<file path="config.mk">
export PLATFORM = sky130hd
export DESIGN_NAME = fp_add_seq
export DESIGN_NICKNAME = d
export VERILOG_FILES = /design/src/rtl/fp_add_seq.sv
export SDC_FILE = /design/constraint.sdc
export NUM_CORES = 1
export LEC_CHECK = 0
export BUFFER_PORTS_ARGS = -buffer_cell sky130_fd_sc_hd__buf_2
export CAP_MARGIN = 20
export CORE_MARGIN = 2
export CORE_UTILIZATION = 35
export CTS_BUF_LIST = sky130_fd_sc_hd__clkbuf_16
export DETAILED_ROUTE_END_ITERATION = 10
export PLACE_DENSITY = 0.61
export SYNTH_ARGS = -nofsm -noshare
export SYNTH_HDL_FRONTEND = slang
export SYNTH_SLANG_ARGS = --single-unit
</file>
<file path="constraint.sdc">
create_clock -name clk -period 4.93 [get_ports clk]
set_input_delay 0.2465 -clock clk [delete_from_list [all_inputs] [get_ports clk]]
set_output_delay 0.2465 -clock clk [all_outputs]
set_load 0.05 [all_outputs]
</file>
<file path="src/rtl/fp_add_seq.sv">
// rtl/fp_add_seq.sv - multi-cycle binary32 add/subtract; `FP_ADD_FAST_ALIGN_EN selects a one-cycle barrel aligner
module fp_add_seq (
   input  logic        clk,
   input  logic        rst,
   input  logic        in_valid,
   output logic        in_ready,
   input  logic [31:0] a,
   input  logic [31:0] b,
   input  logic        op_sub,
   output logic        out_valid,
   input  logic        out_ready,
   output logic [31:0] result,
   output logic        flag_nv,
   output logic        flag_of,
   output logic        flag_nx
);

   typedef enum logic [2:0] {
      S_IDLE, S_UNPACK, S_ALIGN, S_ADD, S_NORM, S_ROUND, S_DONE
   } state_t;

   state_t      state_q, state_d;
   logic [31:0] a_q, a_d, b_q, b_d;
   logic        sign_q, sign_d, eff_sub_q, eff_sub_d;
   logic [8:0]  exp_q, exp_d;
   logic [26:0] big_q, big_d, small_q, small_d;
   logic [4:0]  cnt_q, cnt_d;
   logic [27:0] sum_q, sum_d;
   logic [31:0] result_q, result_d;
   logic        nv_q, nv_d, of_q, of_d, nx_q, nx_d;

   // Operand classification, taken from the captured operands (b already sign-adjusted)
   logic        a_nan, b_nan, a_snan, b_snan, a_inf, b_inf, swap;
   logic [31:0] big_w, small_w;
   logic [7:0]  big_exp_eff, small_exp_eff, diff;
   logic [4:0]  align_cnt;

   assign a_nan  = (&a_q[30:23]) & (|a_q[22:0]);
   assign b_nan  = (&b_q[30:23]) & (|b_q[22:0]);
   assign a_snan = a_nan & ~a_q[22];
   assign b_snan = b_nan & ~b_q[22];
   assign a_inf  = (&a_q[30:23]) & ~(|a_q[22:0]);
   assign b_inf  = (&b_q[30:23]) & ~(|b_q[22:0]);
   assign swap   = b_q[30:0] > a_q[30:0];
   assign big_w  = swap ? b_q : a_q;
   assign small_w = swap ? a_q : b_q;
   assign big_exp_eff   = (big_w[30:23] == 8'd0) ? 8'd1 : big_w[30:23];
   assign small_exp_eff = (small_w[30:23] == 8'd0) ? 8'd1 : small_w[30:23];
   assign diff      = big_exp_eff - small_exp_eff;
   assign align_cnt = (diff > 8'd27) ? 5'd27 : diff[4:0];

   // Round-to-nearest-even on the normalized sum: mantissa in [26:3], G/R/S in [2:0]
   logic [23:0] mant;
   logic        rnd_g, rnd_rs, rnd_up, hidden;
   logic [24:0] mant_r;
   logic [8:0]  exp_r;
   logic [22:0] frac_r;

   assign mant   = sum_q[26:3];
   assign rnd_g  = sum_q[2];
   assign rnd_rs = sum_q[1] | sum_q[0];
   assign rnd_up = rnd_g & (rnd_rs | mant[0]);
   assign mant_r = {1'b0, mant} + {24'd0, rnd_up};
   assign exp_r  = exp_q + {8'd0, mant_r[24]};
   assign frac_r = mant_r[24] ? mant_r[23:1] : mant_r[22:0];
   assign hidden = mant_r[24] | mant_r[23];

`ifdef FP_ADD_FAST_ALIGN_EN
   logic [26:0] fast_sh, fast_mask, fast_aligned;
   assign fast_sh      = small_q >> cnt_q;
   assign fast_mask    = (27'd1 << cnt_q) - 27'd1;
   assign fast_aligned = {fast_sh[26:1], fast_sh[0] | (|(small_q & fast_mask))};
`endif

   always_comb begin
      state_d   = state_q;
      a_d       = a_q;
      b_d       = b_q;
      sign_d    = sign_q;
      eff_sub_d = eff_sub_q;
      exp_d     = exp_q;
      big_d     = big_q;
      small_d   = small_q;
      cnt_d     = cnt_q;
      sum_d     = sum_q;
      result_d  = result_q;
      nv_d      = nv_q;
      of_d      = of_q;
      nx_d      = nx_q;
      case (state_q)
         S_IDLE: begin
            if (in_valid) begin
               a_d     = a;
               b_d     = {b[31] ^ op_sub, b[30:0]};
               state_d = S_UNPACK;
            end
         end
         S_UNPACK: begin
            nv_d = 1'b0;
            of_d = 1'b0;
            nx_d = 1'b0;
            if (a_nan | b_nan) begin
               result_d = 32'h7FC0_0000;
               nv_d     = a_snan | b_snan;
               state_d  = S_DONE;
            end else if (a_inf & b_inf & (a_q[31] != b_q[31])) begin
               result_d = 32'h7FC0_0000;
               nv_d     = 1'b1;
               state_d  = S_DONE;
            end else if (a_inf) begin
               result_d = a_q;
               state_d  = S_DONE;
            end else if (b_inf) begin
               result_d = b_q;
               state_d  = S_DONE;
            end else begin
               sign_d    = big_w[31];
               eff_sub_d = a_q[31] ^ b_q[31];
               exp_d     = {1'b0, big_exp_eff};
               big_d     = {|big_w[30:23], big_w[22:0], 3'b000};
               small_d   = {|small_w[30:23], small_w[22:0], 3'b000};
               cnt_d     = align_cnt;
               state_d   = S_ALIGN;
            end
         end
         S_ALIGN: begin
`ifdef FP_ADD_FAST_ALIGN_EN
            small_d = fast_aligned;
            cnt_d   = 5'd0;
            state_d = S_ADD;
`else
            // Sticky bit collects everything shifted past position 0
            if (cnt_q != 5'd0) begin
               small_d = {1'b0, small_q[26:2], small_q[1] | small_q[0]};
               cnt_d   = cnt_q - 5'd1;
            end
            if (cnt_q <= 5'd1)
               state_d = S_ADD;
`endif
         end
         S_ADD: begin
            sum_d   = eff_sub_q ? ({1'b0, big_q} - {1'b0, small_q})
                                : ({1'b0, big_q} + {1'b0, small_q});
            state_d = S_NORM;
         end
         S_NORM: begin
            if (sum_q[27]) begin
               sum_d   = {1'b0, sum_q[27:2], sum_q[1] | sum_q[0]};
               exp_d   = exp_q + 9'd1;
               state_d = S_ROUND;
            end else if (!sum_q[26] && sum_q != 28'd0 && exp_q > 9'd1) begin
               sum_d = {sum_q[26:0], 1'b0};
               exp_d = exp_q - 9'd1;
               if (sum_q[25] || exp_q == 9'd2)
                  state_d = S_ROUND;
            end else begin
               state_d = S_ROUND;
            end
         end
         S_ROUND: begin
            nv_d    = 1'b0;
            state_d = S_DONE;
            if (sum_q == 28'd0) begin
               result_d = {sign_q & ~eff_sub_q, 31'd0};
               of_d     = 1'b0;
               nx_d     = 1'b0;
            end else if (exp_r >= 9'd255) begin
               result_d = {sign_q, 8'hFF, 23'd0};
               of_d     = 1'b1;
               nx_d     = 1'b1;
            end else begin
               result_d = {sign_q, hidden ? exp_r[7:0] : 8'h00, frac_r};
               of_d     = 1'b0;
               nx_d     = rnd_g | rnd_rs;
            end
         end
         S_DONE: begin
            if (out_ready)
               state_d = S_IDLE;
         end
         default: state_d = S_IDLE;
      endcase
   end

   always_ff @(posedge clk) begin
      if (rst) begin
         state_q   <= S_IDLE;
         a_q       <= 32'd0;
         b_q       <= 32'd0;
         sign_q    <= 1'b0;
         eff_sub_q <= 1'b0;
         exp_q     <= 9'd0;
         big_q     <= 27'd0;
         small_q   <= 27'd0;
         cnt_q     <= 5'd0;
         sum_q     <= 28'd0;
         result_q  <= 32'd0;
         nv_q      <= 1'b0;
         of_q      <= 1'b0;
         nx_q      <= 1'b0;
      end else begin
         state_q   <= state_d;
         a_q       <= a_d;
         b_q       <= b_d;
         sign_q    <= sign_d;
         eff_sub_q <= eff_sub_d;
         exp_q     <= exp_d;
         big_q     <= big_d;
         small_q   <= small_d;
         cnt_q     <= cnt_d;
         sum_q     <= sum_d;
         result_q  <= result_d;
         nv_q      <= nv_d;
         of_q      <= of_d;
         nx_q      <= nx_d;
      end
   end

   assign in_ready  = (state_q == S_IDLE);
   assign out_valid = (state_q == S_DONE);
   assign result    = result_q;
   assign flag_nv   = nv_q;
   assign flag_of   = of_q;
   assign flag_nx   = nx_q;

endmodule
</file>
# Yosys cells after proc, flatten, opt, wreduce, memory -nomap -nowiden
# Index checks and enable logic that the tools add are counted.
# W data, S select, Z words.
# totals
reg_bits	197
wordCells	159
output_inout_bits	37
# op_classes
n_mux	57
n_lt_le_gt_ge	5
bitwise_logic	28
reduce_logical	27
n_eq_ne	19
add_sub_neg	8
# ops
op	n
$mux W32	6
$mux W27	5
$mux W28	3
$pmux W32 S2	1
$mux W31	2
$pmux W28 S2	1
$mux W9	6
$pmux W27 S2	1
$reduce_or A23 Y1	2
$gt A31 B31 Y1	1
$mux W3	10
$mux W5	6
$add A27 B27 Y28	1
$logic_not A28 Y1	1
$reduce_bool A28 Y1	1
$sub A27 B27 Y28	1
$add A24 B1 Y25	1
$mux W8	3
$mux W23	1
$pmux W3 S7	1
$pmux W9 S2	1
$logic_not A8 Y1	2
$reduce_and A8 Y1	2
$reduce_or A8 Y1	2
36 further kinds	83

# Logic depth before layout (Yosys ltp)
# depth
depth_word	12
ltp_mapped	24
mapped_depth_nobuf	21

# Worst setup path before layout
# Ideal clock, no wire load.
# synth_timing
kind	reg2reg
from	register a_q[28]
to	register cnt_q[1]
setup_ns	0.132
t_arrival_ns	4.320
slack_ns	0.478
path_stages_with_launch	25
required_ns	4.798
cell_sequence	dfxtp_1 -> clkbuf_1 -> inv_1 -> ha_1 -> and3_1 -> nand4_1 -> or2_1 -> nor2_1 -> o21ai_1 -> a22oi_2 -> buf_4 -> buf_2 -> mux2i_1 -> ha_1 -> inv_1 -> fa_1 -> a21o_1 -> a21oi_1 -> o21bai_1 -> a21oi_1 -> xor2_1 -> nand4_1 -> a21oi_1 -> a221o_1 -> a21oi_1
# synth_between
elab_chain_cells	12
# synth_lines
item	line_no	text
start: declaration	23	logic [31:0] a_q, a_d, b_q, b_d;
start signal: assignment	188	a_q <= 32'd0;
start signal: assignment	203	a_q <= a_d;
$gt A31 B31 Y1	44	assign swap = b_q[30:0] > a_q[30:0];
$mux W32 or $mux W31 (tied branches)	45, 46	
$logic_not A8 Y1, on equally long branches	47, 48	
$mux W8, on equally long branches	47, 48	
$sub A8 B8 Y8	49	assign diff = big_exp_eff - small_exp_eff;
$gt A8 B5 Y1	50	assign align_cnt = (diff > 8'd27) ? 5'd27 : diff[4:0];
$mux W5	50	
$mux W5	113	end else if (b_inf) begin
$mux W5	110	end else if (a_inf) begin
$mux W5	106	end else if (a_inf & b_inf & (a_q[31] != b_q[31])) begin
$mux W5	102	if (a_nan | b_nan) begin
$pmux W5 S2	90	case (state_q)
end signal: assignment	210	cnt_q <= cnt_d;
end: declaration	27	logic [4:0] cnt_q, cnt_d;
# Several ways; a longest one is shown, not always the timed one. The select of a mux whose other input is x is not followed.
# A chain may end at the register's enable or synchronous reset.

# Worst setup path after layout
# layout_timing
from	register sum_q[3]
to	register result_q[29], in the netlist result[29]
# layout_between
elab_chain_cells	8
# layout_lines
item	line_no	text
start: declaration	28	logic [27:0] sum_q, sum_d;
start signal: assignment	211	sum_q <= sum_d;
$or A1 B1 Y1	62	assign rnd_up = rnd_g & (rnd_rs | mant[0]);
$and A1 B1 Y1	62	
$add A24 B1 Y25	63	assign mant_r = {1'b0, mant} + {24'd0, rnd_up};
$add A9 B1 Y9 or $or A1 B1 Y1 (tied branches)	64, 66	
$ge A9 B8 Y1 or $mux W8 (tied branches)	167, 172	
$mux W31	167	end else if (exp_r >= 9'd255) begin
$mux W32 (*)	163	if (sum_q == 28'd0) begin
$pmux W32 S2 (*)	90	
end signal: assignment	212	result_q <= result_d;
end: declaration	29	logic [31:0] result_q, result_d;
# Every way passes the cells marked *; elsewhere a longest branch is shown, timed or not.

==> metrics <==
status completed; Internal 3.472 mW; Slew headroom 35.16%; WL per Instance 16.87 µm; final critical-path share of the clock period 92.43%; fin crit period 4.557 ns; final setup fails 0; Crit Reg-Reg Endpoint result[29]; core box area 0.03847 mm²; DRT Pass-1 Iters 5; Unique masters post-synth 91; CP cell instances and2_1, ha_1, nand4_1, nor3_2, and2_1, and4_1, nand2_1, inv_2, ha_1, ha_1, nand3_1, nor2_1, xor2_1, nand4_1, o31ai_2, nand2b_1, and3_1, a211oi_1; number of global-route vias before repair 11,820; ANT nets after route 0; Starting DRT DRC Count 897; die area 0.04036 mm²; GP Congestion 0.8879; Tot GR Track Use 19.35%; top_reg_cell synth dfxtp_1; Post-Syn Nets 1,956; simple-gate share of the synthesized area 21.09%; setup total negative slack 0 ns; Reg power frac 32.9%; Sw Share 42.14%; CP Capture Type flip-flop; DRC 0; Adder-Cell Fraction of Synth Area 9.240%; hold path endpoint b_q[4]; Seq cells post-synth 197; EDFF count, synth 0; Critical Path Max Stage Delay 0.45 ns; critical path required time 5.29 ns; final WL 39,550 µm; largest net degree at the start of global routing 87; first-pass GRT wire length 63,460 µm; clock power share 22.4%; clk root buf clkbuf_16; Worst path most repeated cell ha_1; Gate Count Post-Synth 1,788; TritonCTS clock tree yes; MaxCap Viol Count 0; Async S/R FF share, synth 0%; Worst Hold Depth 3; RSZ-0062 raised after global routing no; Worst Clk Skew 0.01559 ns; clock sinks 197; initial antenna violation count 0; combinational share of power 44.8%; Worst R2R Path Depth 18; # nets final 1,982; synth warn 0; post-synthesis xor/xnor area fraction 3.615%; largest family of logic cells by synthesized area compound AO/OA/AOI/OAI gates; Fmax 219.4 MHz; Area Overhead vs Synth 10.73%; crit path max fanout 8; Die Y 200.9 µm; share of cells above drive strength 1 11.93%; Synth Area in Compound Gates 24.88%; clk slew on worst S/H paths 0.08 ns; IO Pins 106; total power 6.000 mW; n_diodes 0; Hold Crit Class input port to flip-flop; switching pwr 2.528 mW; worst r2r src sum_q[3]; DPL Wire Length 30,070 µm; r2r setup slk 0.37 ns; startpoint types flip-flop; Vias 12,800; Critical Path AT 4.92 ns; Fin. Hold Viols 0; Avg Inst Size Synth 7.588 µm²; Cell Area, Synth 0.01357 mm²; DR vias/cell 5.456; pin slew with the least headroom to its limit 0.9727 ns; count of buffer and inverter cells on the critical path 1; CP max stage cell dfxtp_1; FP Rows 72; Post-Place Cell Area 0.01440 mm²; Pleak 6.071 nW; kind of critical path flip-flop to flip-flop; hold path startpoint b[4]; H-tree lvl count 4; Power Density 399.4 mW/mm²; multiplexer share of the synthesized area 5.284%; final max-slew violation count 0; worst skew pair latency 0.47 ns; maximum root-to-sink buffer count 2; Top delay family on crit path simple AND/OR/NAND/NOR gates; Buffers on Ports 105; peak supply drop 265.4 µV; Num CTS Buffers 17; Die W 200.9 µm; sequential share of the synthesized area 29.07%; Finished Cell Area 0.01502 mm²; initial core utilization 35.27%; total grt overflow 0
==> how the worst max path moves through the flow <==
stage	cells past startpoint	startpoint	endpoint	slack (ns)
after floorplan	24	a_q[28]	cnt_q[1]	0.48
after global routing	18	sum_q[3]	result[23]	0.01
after detailed placement	21	a_q[16]	cnt_q[1]	0.21
after global placement	19	a_q[16]	cnt_q[1]	0.36
final	18	sum_q[3]	result[29]	0.37
after CTS	21	a_q[16]	cnt_q[1]	0.21
==> power by group through the flow <==
stage               clock network [mW]  logic (mW)  registers (mW)
floorplan                            0        2.08            1.91
global placement                     0        2.61            1.99
detailed placement                   0        2.64            2.01
CTS                               1.38        2.65            1.97
global route                      1.43        2.96            2.00
finish                            1.34        2.69            1.97
==> placed cells by master (no fill, tap or decap), types with 17 or more instances in the layout <==
cell / n
nor2_1: 149
a211oi_1: 49
mux2i_1: 63
o21ai_0: 77
nor4_1: 28
nand4_1: 19
xor2_1: 22
a21oi_1: 197
dfxtp_1: 197
buf_2: 104
nand3_1: 39
xnor2_1: 34
nand2_1: 245
ha_1: 97
clkbuf_16: 17
nor3_1: 34
inv_1: 91
a21o_1: 43
buf_4: 26
o211ai_1: 22
==> through the flow <==
| step | util (%) | cells | hold slack (ns) | worst slack (ns) |
|---|---|---|---|---|
| after floorplan | - | 1788 | 0.3825 | 0.4782 |
| after global placement | 37.38 | 2307 | 0.4453 | 0.3639 |
| after detailed placement | 37.43 | 2308 | 0.4515 | 0.2099 |
| after CTS | 38.95 | 2344 | 0.001074 | 0.2074 |
| after global routing | 39.05 | 2345 | 0.01353 | 0.01042 |
| final | 39.05 | 2345 | 0.02359 | 0.3730 |
==> repair_timing <==
item / in CTS / in global routing
gates resized for setup: 0 / 4
hold buffers: 4 / 0
buffers inserted: 0 / 0
setup endpoints to repair: 0 / 21
hold endpoints to repair: 4 / 0
==> cell type report <==
cell class	instances	area (µm²)
Clock buffer	17	425.4
Clock inverter	15	118.9
Fill cell	4050	23440
Inverter	97	364.1
Multi-Input combinational cell	1365	8727
Sequential cell	197	3944
Tap cell	518	648.1
Timing Repair Buffer	136	795.8
==> sequential cells by signal, summed over array words and instances (netlist names), 3 cells and up <==
register / cells
a_q: 32
b_q: 32
result: 32
sum_q: 28
small_q: 27
big_q: 24
exp_q: 9
cnt_q: 5
state_q: 3
==> layer usage <==
| layer | vias up | track usage [%] | wire length (µm) |
|---|---|---|---|
| met4 | 0 | 6.746 | 987 |
| li1 | 6389 | - | - |
| met5 | - | 0 | 0 |
| met1 | 6009 | 27.18 | 19220 |
| met2 | 347 | 30.23 | 17650 |
| met3 | 50 | 2.744 | 1702 |
==> cell usage after synthesis, types with 9 or more instances <==
master / number / area [µm²]
nand2b_1: 16 / 100.1
clkbuf_1: 83 / 311.6
inv_1: 91 / 341.6
nor2_1: 150 / 563.0
ha_1: 97 / 1214
nand3_1: 39 / 195.2
a211oi_1: 49 / 367.9
or3_1: 13 / 81.33
nand2_1: 246 / 923.4
a21o_1: 43 / 322.8
nand4_1: 19 / 118.9
nor4_1: 28 / 175.2
xor2_1: 22 / 192.7
o21bai_1: 14 / 105.1
mux2i_1: 63 / 630.6
and3_1: 15 / 93.84
a21oi_1: 198 / 991.0
a22oi_1: 16 / 120.1
buf_2: 32 / 160.2
o21ai_0: 78 / 390.4
xnor2_1: 34 / 297.8
o211ai_1: 22 / 165.2
dfxtp_1: 197 / 3944
nor3_1: 34 / 170.2
o31ai_1: 10 / 75.07
and2_1: 9 / 56.30
nor2b_1: 11 / 68.82
o22ai_1: 12 / 75.07
==> logic make-up after synthesis <==
| kind of cell | Yosys count |
|---|---|
| AO/OA/AOI/OAI | 525 |
| XOR/XNOR | 56 |
| adder cells (fa/ha/maj) | 99 |
| buffers and inverters | 226 |
| flip-flops | 197 |
| multiplexers | 70 |
| AND/OR/NAND/NOR | 615 |
==> worst reg2reg max path, stage by stage, from the launching register on <==
cell	delay, ns
dfxtp_1	0.45
and2_1	0.18
ha_1	0.21
nand4_1	0.18
nor3_2	0.32
and2_1	0.25
and4_1	0.33
nand2_1	0.17
inv_2	0.18
ha_1	0.23
ha_1	0.22
nand3_1	0.16
nor2_1	0.16
xor2_1	0.23
nand4_1	0.14
o31ai_2	0.31
nand2b_1	0.15
and3_1	0.32
a211oi_1	0.27
(Power assumes the default switching activity.)
